**src/rtl/serial_add_pkg.sv**
```systemverilog
// Shared definitions for the bit-serial adder controller: FSM state
// encoding, default operand width and the bit-counter width helper.
package serial_add_pkg;

  localparam int DEFAULT_WIDTH = 8;

  typedef enum logic [1:0] {
    ST_IDLE = 2'd0,
    ST_RUN  = 2'd1,
    ST_DONE = 2'd2
  } state_t;

  // Bit-counter width: enough to count WIDTH-1, but never zero bits wide.
  function automatic int cnt_width(input int width);
    return (width > 1) ? $clog2(width) : 1;
  endfunction

endpackage

```
**src/rtl/serial_add_ctrl_if.sv**
```systemverilog
// Host-side handshake and operand/result bus of the serial adder.
// The host drives start and the operands; the adder returns busy/done and
// the held result.
interface serial_add_ctrl_if
  import serial_add_pkg::*;
#(
  parameter int WIDTH = DEFAULT_WIDTH
);

  logic             start;
  logic [WIDTH-1:0] a;
  logic [WIDTH-1:0] b;
  logic             cin;
  logic             busy;
  logic             done;
  logic [WIDTH-1:0] sum;
  logic             cout;

  modport master (
    output start, a, b, cin,
    input  busy, done, sum, cout
  );

  modport slave (
    input  start, a, b, cin,
    output busy, done, sum, cout
  );

endinterface

```
**src/rtl/serial_add_ctrl_fa_cell.sv**
```systemverilog
// Single 1-bit full-adder cell; the only arithmetic in the serial adder.
module fa_cell (
  input  logic a,
  input  logic b,
  input  logic c,
  output logic sum,
  output logic carry
);

  // Sum is the parity of the inputs, carry is their majority.
  assign sum   = a ^ b ^ c;
  assign carry = (a & b) | (a & c) | (b & c);

endmodule

```
**src/rtl/serial_add_ctrl.sv**
```systemverilog
// Bit-serial adder controller: adds two WIDTH-bit operands one bit per
// clock (LSB first) through a single full-adder cell, with a
// start/busy/done handshake that allows back-to-back additions.
module serial_add_ctrl
  import serial_add_pkg::*;
#(
  parameter int WIDTH = DEFAULT_WIDTH
) (
  input  logic               clk,
  input  logic               rst_n,
  serial_add_ctrl_if.slave   bus
);

  localparam int CNT_W = cnt_width(WIDTH);

  state_t             state_q, state_d;
  logic [WIDTH-1:0]   a_sh_q, a_sh_d;
  logic [WIDTH-1:0]   b_sh_q, b_sh_d;
  logic [WIDTH-1:0]   res_sh_q, res_sh_d;
  logic [WIDTH-1:0]   sum_q, sum_d;
  logic               carry_q, carry_d;
  logic               cout_q, cout_d;
  logic [CNT_W-1:0]   cnt_q, cnt_d;

  logic               fa_s;
  logic               fa_co;
  logic [WIDTH-1:0]   res_next;

  fa_cell u_fa (
    .a     (a_sh_q[0]),
    .b     (b_sh_q[0]),
    .c     (carry_q),
    .sum   (fa_s),
    .carry (fa_co)
  );

  // Result register shifted right with the new sum bit entering at the MSB;
  // written as a shift of the concatenation so that WIDTH=1 needs no slice.
  assign res_next = WIDTH'({fa_s, res_sh_q} >> 1);

  // Next-state and datapath control: load on accepted start, shift in RUN,
  // capture the final result on the edge that processes the last bit.
  always_comb begin
    state_d  = state_q;
    a_sh_d   = a_sh_q;
    b_sh_d   = b_sh_q;
    res_sh_d = res_sh_q;
    carry_d  = carry_q;
    cnt_d    = cnt_q;
    sum_d    = sum_q;
    cout_d   = cout_q;

    case (state_q)
      ST_IDLE, ST_DONE: begin
        if (bus.start) begin
          a_sh_d   = bus.a;
          b_sh_d   = bus.b;
          carry_d  = bus.cin;
          res_sh_d = '0;
          cnt_d    = '0;
          state_d  = ST_RUN;
        end else begin
          state_d  = ST_IDLE;
        end
      end
      ST_RUN: begin
        res_sh_d = res_next;
        a_sh_d   = a_sh_q >> 1;
        b_sh_d   = b_sh_q >> 1;
        carry_d  = fa_co;
        cnt_d    = cnt_q + CNT_W'(1);
        if (cnt_q == CNT_W'(WIDTH - 1)) begin
          sum_d   = res_next;
          cout_d  = fa_co;
          state_d = ST_DONE;
        end
      end
      default: begin
        state_d = ST_IDLE;
      end
    endcase
  end

  // State and datapath registers; reset abandons any in-flight addition.
  always_ff @(posedge clk or negedge rst_n) begin
    if (!rst_n) begin
      state_q  <= ST_IDLE;
      a_sh_q   <= '0;
      b_sh_q   <= '0;
      res_sh_q <= '0;
      carry_q  <= 1'b0;
      cnt_q    <= '0;
      sum_q    <= '0;
      cout_q   <= 1'b0;
    end else begin
      state_q  <= state_d;
      a_sh_q   <= a_sh_d;
      b_sh_q   <= b_sh_d;
      res_sh_q <= res_sh_d;
      carry_q  <= carry_d;
      cnt_q    <= cnt_d;
      sum_q    <= sum_d;
      cout_q   <= cout_d;
    end
  end

  assign bus.busy = (state_q == ST_RUN);
  assign bus.done = (state_q == ST_DONE);
  assign bus.sum  = sum_q;
  assign bus.cout = cout_q;

endmodule

```
**src/flat_wrapper.sv**
```systemverilog
// flat-port wrapper written by rule: the top's interface ports become plain ports
module serial_add_ctrl_flat import serial_add_pkg::*;
#(
  parameter int WIDTH = DEFAULT_WIDTH
)
  (clk, rst_n, bus_start, bus_a, bus_b, bus_cin, bus_busy, bus_done, bus_sum, bus_cout);
  serial_add_ctrl_if #(.WIDTH(WIDTH)) bus_i ();
  input  logic clk;
  input  logic rst_n;
  input wire logic [$bits(bus_i.start)-1:0] bus_start;
  input wire logic [$bits(bus_i.a)-1:0] bus_a;
  input wire logic [$bits(bus_i.b)-1:0] bus_b;
  input wire logic [$bits(bus_i.cin)-1:0] bus_cin;
  output wire logic [$bits(bus_i.busy)-1:0] bus_busy;
  output wire logic [$bits(bus_i.done)-1:0] bus_done;
  output wire logic [$bits(bus_i.sum)-1:0] bus_sum;
  output wire logic [$bits(bus_i.cout)-1:0] bus_cout;
  assign bus_i.start = bus_start;
  assign bus_i.a = bus_a;
  assign bus_i.b = bus_b;
  assign bus_i.cin = bus_cin;
  assign bus_busy = bus_i.busy;
  assign bus_done = bus_i.done;
  assign bus_sum = bus_i.sum;
  assign bus_cout = bus_i.cout;
  serial_add_ctrl #(.WIDTH(WIDTH)) u_core (.clk(clk), .rst_n(rst_n), .bus(bus_i));
endmodule
```
**config.mk**
```make
export PLATFORM = sky130hd
export DESIGN_NAME = serial_add_ctrl_flat
export DESIGN_NICKNAME = d
export VERILOG_FILES = /design/src/rtl/serial_add_pkg.sv /design/src/rtl/serial_add_ctrl_if.sv /design/src/rtl/serial_add_ctrl_fa_cell.sv /design/src/rtl/serial_add_ctrl.sv /design/src/flat_wrapper.sv
export SDC_FILE = /design/constraint.sdc
export NUM_CORES = 1
export LEC_CHECK = 0
export CORE_MARGIN = 1.5
export CORE_UTILIZATION = 53
export CTS_CLUSTER_DIAMETER = 100
export CTS_CLUSTER_SIZE = 20
export DETAILED_ROUTE_END_ITERATION = 12
export GPL_ROUTABILITY_DRIVEN = 0
export PLACE_DENSITY = 0.82
export SETUP_SLACK_MARGIN = 0.2
export SYNTH_ARGS = -nofsm -noshare
export SYNTH_HDL_FRONTEND = slang
export SYNTH_SLANG_ARGS = --single-unit
```
**constraint.sdc**
```tcl
create_clock -name clk -period 1.7 [get_ports clk]
set_clock_uncertainty 0.05 [all_clocks]
set_input_delay 0.17 -clock clk [delete_from_list [all_inputs] [get_ports clk]]
set_output_delay 0.17 -clock clk [all_outputs]
set_load 0.1 [all_outputs]
```
# Word level (Yosys, flattened, before mapping)
# Index checks and enable logic that the tools add are counted.
[op_classes]
n_addsub = 1
eq_ne = 5
mux = 13
bitwise = 7
n_reduce_logical = 5
[ops]
columns = ["operator", "count"]
rows = [
  ["$pmux 8 s2", 3],
  ["$mux 8", 3],
  ["$pmux 3 s2", 1],
  ["$pmux 2 s2", 1],
  ["$reduce_and 2->1", 2],
  ["$add 3x1->3 const B", 1],
  ["$and 1x1->1", 3],
  ["$eq 3x3->1 const B", 1],
  ["$mux 3", 1],
  ["$eq 2x1->1 const B", 1],
  ["$eq 2x2->1 const B", 1],
  ["$logic_not 2->1", 1],
  ["$mux 1", 2],
  ["$mux 2", 1],
  ["$ne 2x1->1 const B", 1],
  ["$ne 2x2->1 const B", 1],
  ["$or 1x1->1", 2],
  ["$pmux 1 s2", 1],
  ["$reduce_bool 2->1", 1],
  ["$reduce_or 2->1", 1],
  ["$xor 1x1->1", 2],
]
[totals]
reg_bits = 39
input_bits = 20
output_inout_bits = 11
word_cells = 39

# Logic depth before layout (Yosys ltp)
# Gate-level depths: netlist of run 1.
[logic_depth]
ltp_word = 4
mapped_depth = 5
depth_no_buf = 4

# Hierarchy
# From an unflattened synthesis of run 1, not the netlist that was laid out.
[hier_totals]
hier_cells = 154
hier_area_um2 = 1876.8
[modules_own_cells]
columns = ["module", "instances", "cells_per_inst", "area_per_inst_um2", "seq_area_each_um2"]
rows = [
  ["serial_add_ctrl", 1, 153, 1856.8, 950.9],
  ["fa_cell", 1, 1, 20.0, 0.0],
]

# Worst setup path after synthesis of run 1
# No wires, ideal clock.
[synth_path]
kind = "register -> output"
from = "register u_core.state_q[0]"
to = "output port bus_busy"
t_arrival_ns = 2.068
required_time_ns = 1.480
setup_slack_ns = -0.588
stages_incl_launch_ff = 4
n_path_buf = 2
path_cell_list = "dfrtp_1 -> buf_4 -> buf_2 -> nor2b_1"
[synth_between]
elab_chain_len = 1
[synth_rtl]
columns = ["item", "line", "rtl"]
rows = [
  ["from (decl)", "serial_add_ctrl.sv:16", "state_t state_q, state_d;"],
  ["from (signal assigned)", "serial_add_ctrl.sv:96", "state_q <= state_d;"],
  ["$eq 2x1->1", "serial_add_ctrl.sv:107", "assign bus.busy = (state_q == ST_RUN);"],
  ["to (decl)", "flat_wrapper.sv:14", "output wire logic [$bits(bus_i.busy)-1:0] bus_busy;"],
]
# Every way passes these cells.

# Final worst setup path of run 1
[layout_path]
from = "register u_core.b_sh_q[0]"
to = "register u_core.res_sh_q[7]"
[layout_between]
elab_chain_len = 3
[layout_rtl]
columns = ["item", "line", "rtl"]
rows = [
  ["from (decl)", "serial_add_ctrl.sv:18", "logic [WIDTH-1:0] b_sh_q, b_sh_d;"],
  ["from (signal assigned)", "serial_add_ctrl.sv:98", "b_sh_q <= b_sh_d;"],
  ["$xor 1x1->1 (2 in a row)", "serial_add_ctrl_fa_cell.sv:11", "assign sum = a ^ b ^ c;"],
  ["net u_core.fa_s", "serial_add_ctrl.sv:25", "logic fa_s;"],
  ["$pmux 8 s2", "serial_add_ctrl.sv:53", "case (state_q)"],
  ["to (signal assigned)", "serial_add_ctrl.sv:99", "res_sh_q <= res_sh_d;"],
  ["to (decl)", "serial_add_ctrl.sv:19", "logic [WIDTH-1:0] res_sh_q, res_sh_d;"],
]
# The timed path passes the listed nets, and every way through them passes these cells.
# A chain may end at the register's enable or synchronous reset.

==> results.txt, run 1 <==
The worst relative slew slack is 68.6%. The worst register-to-register path ends at u_core.res_sh_q[7]. The arrival time at the worst endpoint is about 1900 ps. The fraction of the mapped netlist area in simple logic gates came out at 2.06%. The worst path uses 97.2% of the clock period.

The TritonCTS buffer count is 5. The H-tree depth came out at 2. The core outline area came out at around 0.0034 mm2. After Yosys synthesis, XOR and XNOR cells account for 0.450% of the synthesized area. The die width is 63.6 um. The initial detailed-routing violation count is 40.

The data required time at the worst endpoint came out at 1910 ps. The reg2reg setup slack is 50 ps. After synthesis, the largest family of logic cells by area is multiplexers. Summed over all cells, the static leakage comes to 1.35 nW. The clock edge transition at the registers on the reported setup and hold paths came out at 120 ps.

The total of max-cap violations is 0. The area of all placed cells without fillers is 0.00275 mm2. Dividing total power by cell area gives a power density of 1950 mW/mm2. The total of fill cells in the finished design is 198. Dividing the detail-routed wire length by the instance count gives 18.6 um. The global-route wire length before repair is between 7000 and 8000 um.

Of the synthesized area, sequential elements account for 48.9%. In this run the worst hold path is classified as in -> async. The final routed DRC violation total is 0. The cell-internal power came out at around 3.2 mW. The synthesized net count came out at 161. The detailed-placement wirelength estimate came out at 2670 um.

The register bit total from synthesis is 38. The area of the mapped netlist came out at 0.00195 mm2. The clock group share of total power came out at between 10 and 15%. The part of the power in combinational logic is between 50 and 60%. The die area is 0.00404 mm2. The number of global-route vias before repair is about 1500. The area growth from synthesis to layout is 41.2%. Summing the areas of all fa, ha and maj instances in the mapped netlist gives 2.32% of the synthesized area. The overall routing resource usage is 23.8%. The via total after detailed routing came out at 1322. For the pin with the worst max-slew slack, the measured transition is 470 ps. The number of different library cells used by synthesis comes to 20.

Subtracting the final worst setup slack from the clock period gives roughly 1700 ps. Adding up every negative setup slack in the final design gives 0 ps. The run finished with clean final reports. The per-instance average area after synthesis came out at 14.1 um2. The type of the worst setup path is reg -> reg. In this run the cell area measured after placement is 0.00245 mm2.

The final-report max-slew violation count was 0. The initial antenna violation count is 0. The total clock sinks came out at 38. The count of endpoints failing setup in the final report is 0. The number of cell instances on the worst register-to-register path is 3. The worst reg2reg path startpoint is u_core.b_sh_q[0]. The most used flip-flop cell after synthesis is dfrtp_1. The overall routed net length is 4460 um. The detailed-route vias per instance came out at 5.51. The share of synthesized flip-flops with an asynchronous set or reset came out at 100%. The number of diodes came out at 0. The power spent charging and discharging nets is 2.19 mW.

The maximum buffer depth of the clock tree came out at 2. Multiplexer cells account for 36.9% of the synthesized area. The proportion of layout cells with a drive suffix above 1 came out at 37.6%.

Synthesis produced 138 cells. The maximum VDD drop came out at roughly 1.2 mV. The number of ports placed on the die boundary is 31. The maximum number of pins on one net before global-route repair is 21.

The floorplan has 21 rows. The height of the chip is between 60 and 70 um. The clock tree root buffer cell is clkbuf_4. During synthesis, Yosys emitted a total of 0 warnings. The insertion delay to the later sink of the worst-skew pair is 360 ps. The final number of hold-violating endpoints is 0. The switching share of power is 40.7%. The final layout net count is 216. In this run the remaining antenna-violating nets after routing total 0. STA classifies the critical path endpoint as a flop. The number of detailed-route iterations in the first pass came out at 4.

Global routing finished with a remaining overflow of 0. The synthesized netlist devotes 5.02% of its cell area to compound gates. The achievable frequency came out at 605 MHz.

Setup repair after global routing could not meet its margin everywhere. The maximum fanout along the worst path came out at 2. The worst setup path is launched from a flop. The overall power after layout is around 5.4 mW.

TritonCTS built the clock tree. The number of buffers added on ports is 30. The initial core utilization is 57.0%. The number of enable flip-flop cells after synthesis came out at 0.

The sequential power share is a little under a third.
[routing by layer]
metal | vias to the layer above | wire length, um | track usage [%]
met1 | 677 | 1910 | 28.9
met4 | 0 | 57 | 8.97
met3 | 5 | 140 | 6.61
met5 | - | 0 | 0
li1 | 615 | - | -
met2 | 25 | 2350 | 40.3
[through the flow]
stage          instances  hold slack [ps]  worst slack, ps  util (%)
2_1_floorplan        138             -176              196         -
3_3_place_gp         214             77.4              177      71.6
3_5_place_dp         214             84.5              124      71.6
4_1_cts              234              214              137      79.0
5_1_grt              240              265             35.1      80.4
6_report             240              218             48.0      80.4
[layout by cell type (no fill, tap or decap), types with 2 or more instances in the layout]
cell type	synthesis	routed
clkbuf_4	0	5
bufinv_16	0	2
mux2i_1	47	47
buf_4	4	21
nand3_1	2	2
o21ai_0	2	2
dfrtp_2	0	2
clkdlybuf4s50_1	0	18
mux2_2	10	9
buf_6	2	2
dfrtp_1	38	36
buf_12	0	14
nor2b_4	0	2
mux2_4	9	10
a22o_1	10	10
[cell type report]
cell class	instances	area, um2	share of cell area, %
clock inverters	3	68.8	2.50
well taps	46	57.6	2.09
multi-input cells	89	943	34.3
repair buffers	58	683	24.9
clock buffers	5	37.5	1.37
inverters	1	3.75	0.137
flip-flops and latches	38	953	34.7
[worst max-delay path by stage]
stage                startpoint                  to  slack (ps)
4_1_cts        u_core.b_sh_q[0]  u_core.res_sh_q[7]         140
5_1_grt        u_core.b_sh_q[0]  u_core.res_sh_q[7]          40
3_5_place_dp    u_core.cnt_q[0]   u_core.bus.sum[6]         120
3_3_place_gp     u_core.carry_q  u_core.res_sh_q[7]         180
6_report       u_core.b_sh_q[0]  u_core.res_sh_q[7]          50
2_1_floorplan    u_core.carry_q  u_core.res_sh_q[7]         200
[power by group through the flow]
| stage | clock network [mW] | logic (mW) | registers, mW |
|---|---|---|---|
| floorplan | 0 | 1.23 | 2.16 |
| global route | 0.834 | 3.11 | 1.67 |
| finish | 0.779 | 2.96 | 1.63 |
| detailed placement | 0 | 2.59 | 1.64 |
| CTS | 0.797 | 2.84 | 1.61 |
| global placement | 0 | 2.49 | 1.61 |
[repair_timing]
item | in CTS | in global routing
pin swaps | 1 | 0
resized for setup | 10 | 1
buffers inserted | 10 | 6
hold buffers | 1 | 0
gates cloned | 1 | 0
setup endpoints to repair | 13 | 18
endpoints found under the hold margin | 18 | 0
[cell families (layout without fill, tap and decap cells)]
logic type	after synthesis	in the layout
compound gates	12	12
xor+xnor	1	1
fa+ha+maj	3	3
buf+inv	11	67
flops	38	38
mux	66	66
simple gates	7	7
[registers in the layout, summed over array words and instances (netlist names)]
| signal | count |
|---|---|
| u_core.state_q | 2 |
| u_core.carry_q | 1 |
| u_core.b_sh_q | 8 |
| u_core.cnt_q | 3 |
| u_core.bus.sum | 8 |
| u_core.res_sh_q | 7 |
| u_core.bus.cout | 1 |
| u_core.a_sh_q | 8 |
[synthesized netlist by cell type (2+ instances only)]
| cell | number | area share [%] |
|---|---|---|
| buf_4 | 4 | 1.5 |
| mux2i_1 | 47 | 24 |
| buf_2 | 2 | 0.51 |
| o21ai_0 | 2 | 0.51 |
| a22o_1 | 10 | 4.5 |
| dfrtp_1 | 38 | 49 |
| nand3_1 | 2 | 0.51 |
| buf_6 | 2 | 1.2 |
| ha_1 | 2 | 1.3 |
| mux2_2 | 10 | 5.8 |
| nor2b_1 | 2 | 0.64 |
| mux2_4 | 9 | 6.9 |
[critical path, stage by stage, from the launching register on]
cell and delay [ps]:
dfrtp_1 430, fa_1 560, mux2_4 300, a22o_1 210
Power figures use the tool's default switching activity.
==> inputs of run 2 (changes only) <==
Settings changed: CAP_MARGIN set to 30.
==> results of run 2 <==
The final DEF is identical to that of run 1; final timing and power are the same.
==> inputs of run 3 (changes only) <==
Settings changed: CORE_UTILIZATION 53 to 52, PLACE_DENSITY 0.82 to 0.81, SYNTH_HIERARCHICAL set to 1.
==> run 3 against run 2 <==
Net effect:
- total power shrank 7.2%
- fmax increased by 12%
- utilization fell by 6.9 points
- first-iteration DRC count is 13% lower
- cell count rose by 1.7%
==> results.txt, run 3 <==
The flow ran to the end, and the final reports show no timing, DRC or antenna violations. The startpoint identified for the worst register-to-register timing path is u_core/cnt_q[0]. The reported leakage power is 1.06 nW. For this run, asynchronously set or reset flops after synthesis account for 100%. Setup violations remaining at the end of the flow were counted as 0.

The initial antenna violation count came out at 0. The setup path with the least slack is of type reg -> out. In the final layout, flip-flops and latches occupy roughly 950 um2. The floorplan has 21 rows. Before antenna repair, the detailed router went through 4 iterations. The most used flip-flop cell after synthesis is dfrtp_1. The residual antenna-violating net count after detailed routing came out at 0. The number of enable flip-flop cells after synthesis is 0. The filler cells instantiated in the layout total 221. STA classifies the critical path endpoint as an output pin. The class of the most critical hold timing path is in -> async. The power density normalized to cell area is 2000 mW/mm2. The detailed-placement wirelength estimate came out at between 2000 and 3000 um.

The slew at the pin closest to its max-slew limit is about 470 ps. The total of max-cap violations came out at 0. For the worst flop-to-flop path, the logic depth is 4.

TritonCTS created 5 clock buffers. The gate count of the mapped netlist is between 150 and 200. The total congestion overflow came out at 0. The final number of hold-violating endpoints was 0. The sequential share of the synthesized area is roughly half. The worst register-to-register path ends at u_core/bus.cout.

For the worst-skew pair, the clock arrives at the later sink with an insertion delay of 340 ps. The overall routed net length is 3650 um. The maximum VDD drop came out at 0.710 mV. The area of the mapped netlist is 0.00188 mm2. The final routed DRC violation total is 0. The most frequent standard cell in the layout excluding fill and tap cells is dfrtp_1. The area growth from synthesis to layout is 32.9%. The total clock sinks is 38. The achievable frequency is 678 MHz. The slack of the critical path is between 200 and 250 ps. The repair_antennas step left the layout with diodes totalling 0.

Entering global routing, the biggest net connects 39 pins. The number of distinct library cells after synthesis came out at 23. The number of ports placed on the die boundary is 31. Before CTS, the worst setup slack after placement is 240 ps. The portion of the clock cycle consumed by the worst path in the final layout is 86.8%.

The die width came out at 63.1 um. The per-instance average area after synthesis came out at 12.2 um2. The final layout net count came out at 220. The synthesized net count came out at 177. The global-route wire length before repair came out at around 5900 um.

The clock passes through at most 2 buffers. The clock edge transition at the registers on the reported setup and hold paths is 110 ps. Setup slack on the worst reg-to-reg path comes out at a little under 300 ps.

The initial detailed-routing violation count came out at 35. The worst relative slew slack is 68.5%. The core outline area came out at 0.00339 mm2.

By area the synthesized netlist is led by dfrtp_1, mux2i_1, mux2_4. The worst setup path is launched from a flop. The number of buffers added on ports is 30. The portion of synthesized cell area occupied by the leading cell type came out at 50.7%. The data required time at the worst endpoint is 1480 ps.

The clock tree root buffer cell is clkbuf_4. For this run, the total global-route usage over all layers was measured as 18.9%. In this run the vertical extent of the chip is 63.1 um. The CTS tree is built. Leaving out fill and tap cells, the most frequent cells in the layout are dfrtp_1, mux2i_1, clkdlybuf4s50_1. The final critical path time including I/O delays and setup came out at about 1500 ps.

The H-tree depth came out at 2. In the final routed layout, each cell accounts on average for 14.9 um. The via total after detailed routing is 1318.

The number of global-route vias before repair came out at 1300. The arrival time at the worst endpoint is 1250 ps. The register bit total from synthesis is 38. Summed over all failing endpoints, the final setup total negative slack is 0 ps.

In the synthesized netlist, the cells that appear most often are dfrtp_1, mux2i_1, nor2b_1. In the routed layout, each cell is associated on average with a via count of 5.40. The library cell occupying the most area in the post-synthesis netlist is dfrtp_1. The floorplan step defined a die boundary enclosing 0.00398 mm2. The proportion of layout cells with a drive suffix above 1 came out at 25.8%. Setup repair after global routing could not meet its margin everywhere. The combined area of the multi-input logic cells is 853 um2. The final-report max-slew violation count came to 0.

The dominant cell by count in the synthesized netlist is dfrtp_1. The maximum fanout along the worst path came out at 5. The count of synthesis-stage warnings from yosys came out at 6. The initial core utilization came out at 55.4%.
[run 3: critical path: stages, from the launching register on]
cell and delay [ps]:
dfrtp_1 420, nor2b_4 170, buf_4 150, buf_12 170
[run 3: area by class of cell]
class	instances	share of cell area [%]
multi-input cells	102	34.2
well taps	46	2.31
clock buffers	7	2.21
clock inverters	1	0.201
inverters	3	0.452
flip-flops and latches	38	38.2
repair buffers	47	22.4
[run 3: logic make-up (layout without fill, tap and decap cells)]
family,count (synthesis),in the layout,share of synthesized area (%)
muxes,31,31,19.0
and+or+nand+nor,25,25,8.67
adders and majority gates,3,3,2.40
buffers and inverters,14,58,4.40
AOI/OAI and AO/OA,43,43,14.9
DFF,38,38,50.7
[run 3: layer usage]
metal / up-vias / track usage [%] / wire length, um
met5: - / 0 / 0
met4: 0 / 7.78 / 53
met3: 6 / 5.54 / 181
met2: 30 / 30.2 / 1830
met1: 644 / 23.9 / 1580
li1: 638 / - / -
[run 3: timing repair]
action	4_1_cts	5_1_grt
setup endpoints to repair	2	11
hold endpoints to repair	38	0
pin swaps	0	0
gates resized for setup	3	2
hold buffers	1	0
buffers inserted	3	6
[run 3: how the worst max path moves through the flow]
| stage | startpoint | cells past startpoint | to | slack (ps) |
|---|---|---|---|---|
| 2_1_floorplan | u_core/state_q[1] | 3 | bus_done | 250 |
| 3_3_place_gp | u_core/cnt_q[0] | 4 | u_core/bus.sum[7] | 270 |
| 3_5_place_dp | u_core/cnt_q[0] | 4 | u_core/bus.sum[5] | 240 |
| 4_1_cts | u_core/cnt_q[0] | 4 | u_core/bus.sum[5] | 220 |
| 5_1_grt | u_core/state_q[0] | 3 | bus_busy | 160 |
| 6_report | u_core/state_q[0] | 3 | bus_busy | 230 |
[run 3: where the power goes]
group          switching, mW  internal [mW]  leakage [nW]
Clock                  0.286          0.201        0.0353
Combinational           1.54           1.27         0.563
Sequential             0.372           1.32         0.466
[run 3: metrics by stage]
| step | area, um2 | instances | util (%) | hold WS (ps) | power (mW) |
|---|---|---|---|---|---|
| floorplan | 1880 | 154 | - | -176 | 3.47 |
| CTS | 2440 | 238 | 72.1 | 350 | 4.90 |
| global placement | 2340 | 226 | 69.1 | 186 | 4.23 |
| detailed placement | 2340 | 226 | 69.1 | 190 | 4.36 |
| finish | 2490 | 244 | 73.6 | 343 | 4.98 |
| global route | 2490 | 244 | 73.6 | 360 | 5.24 |
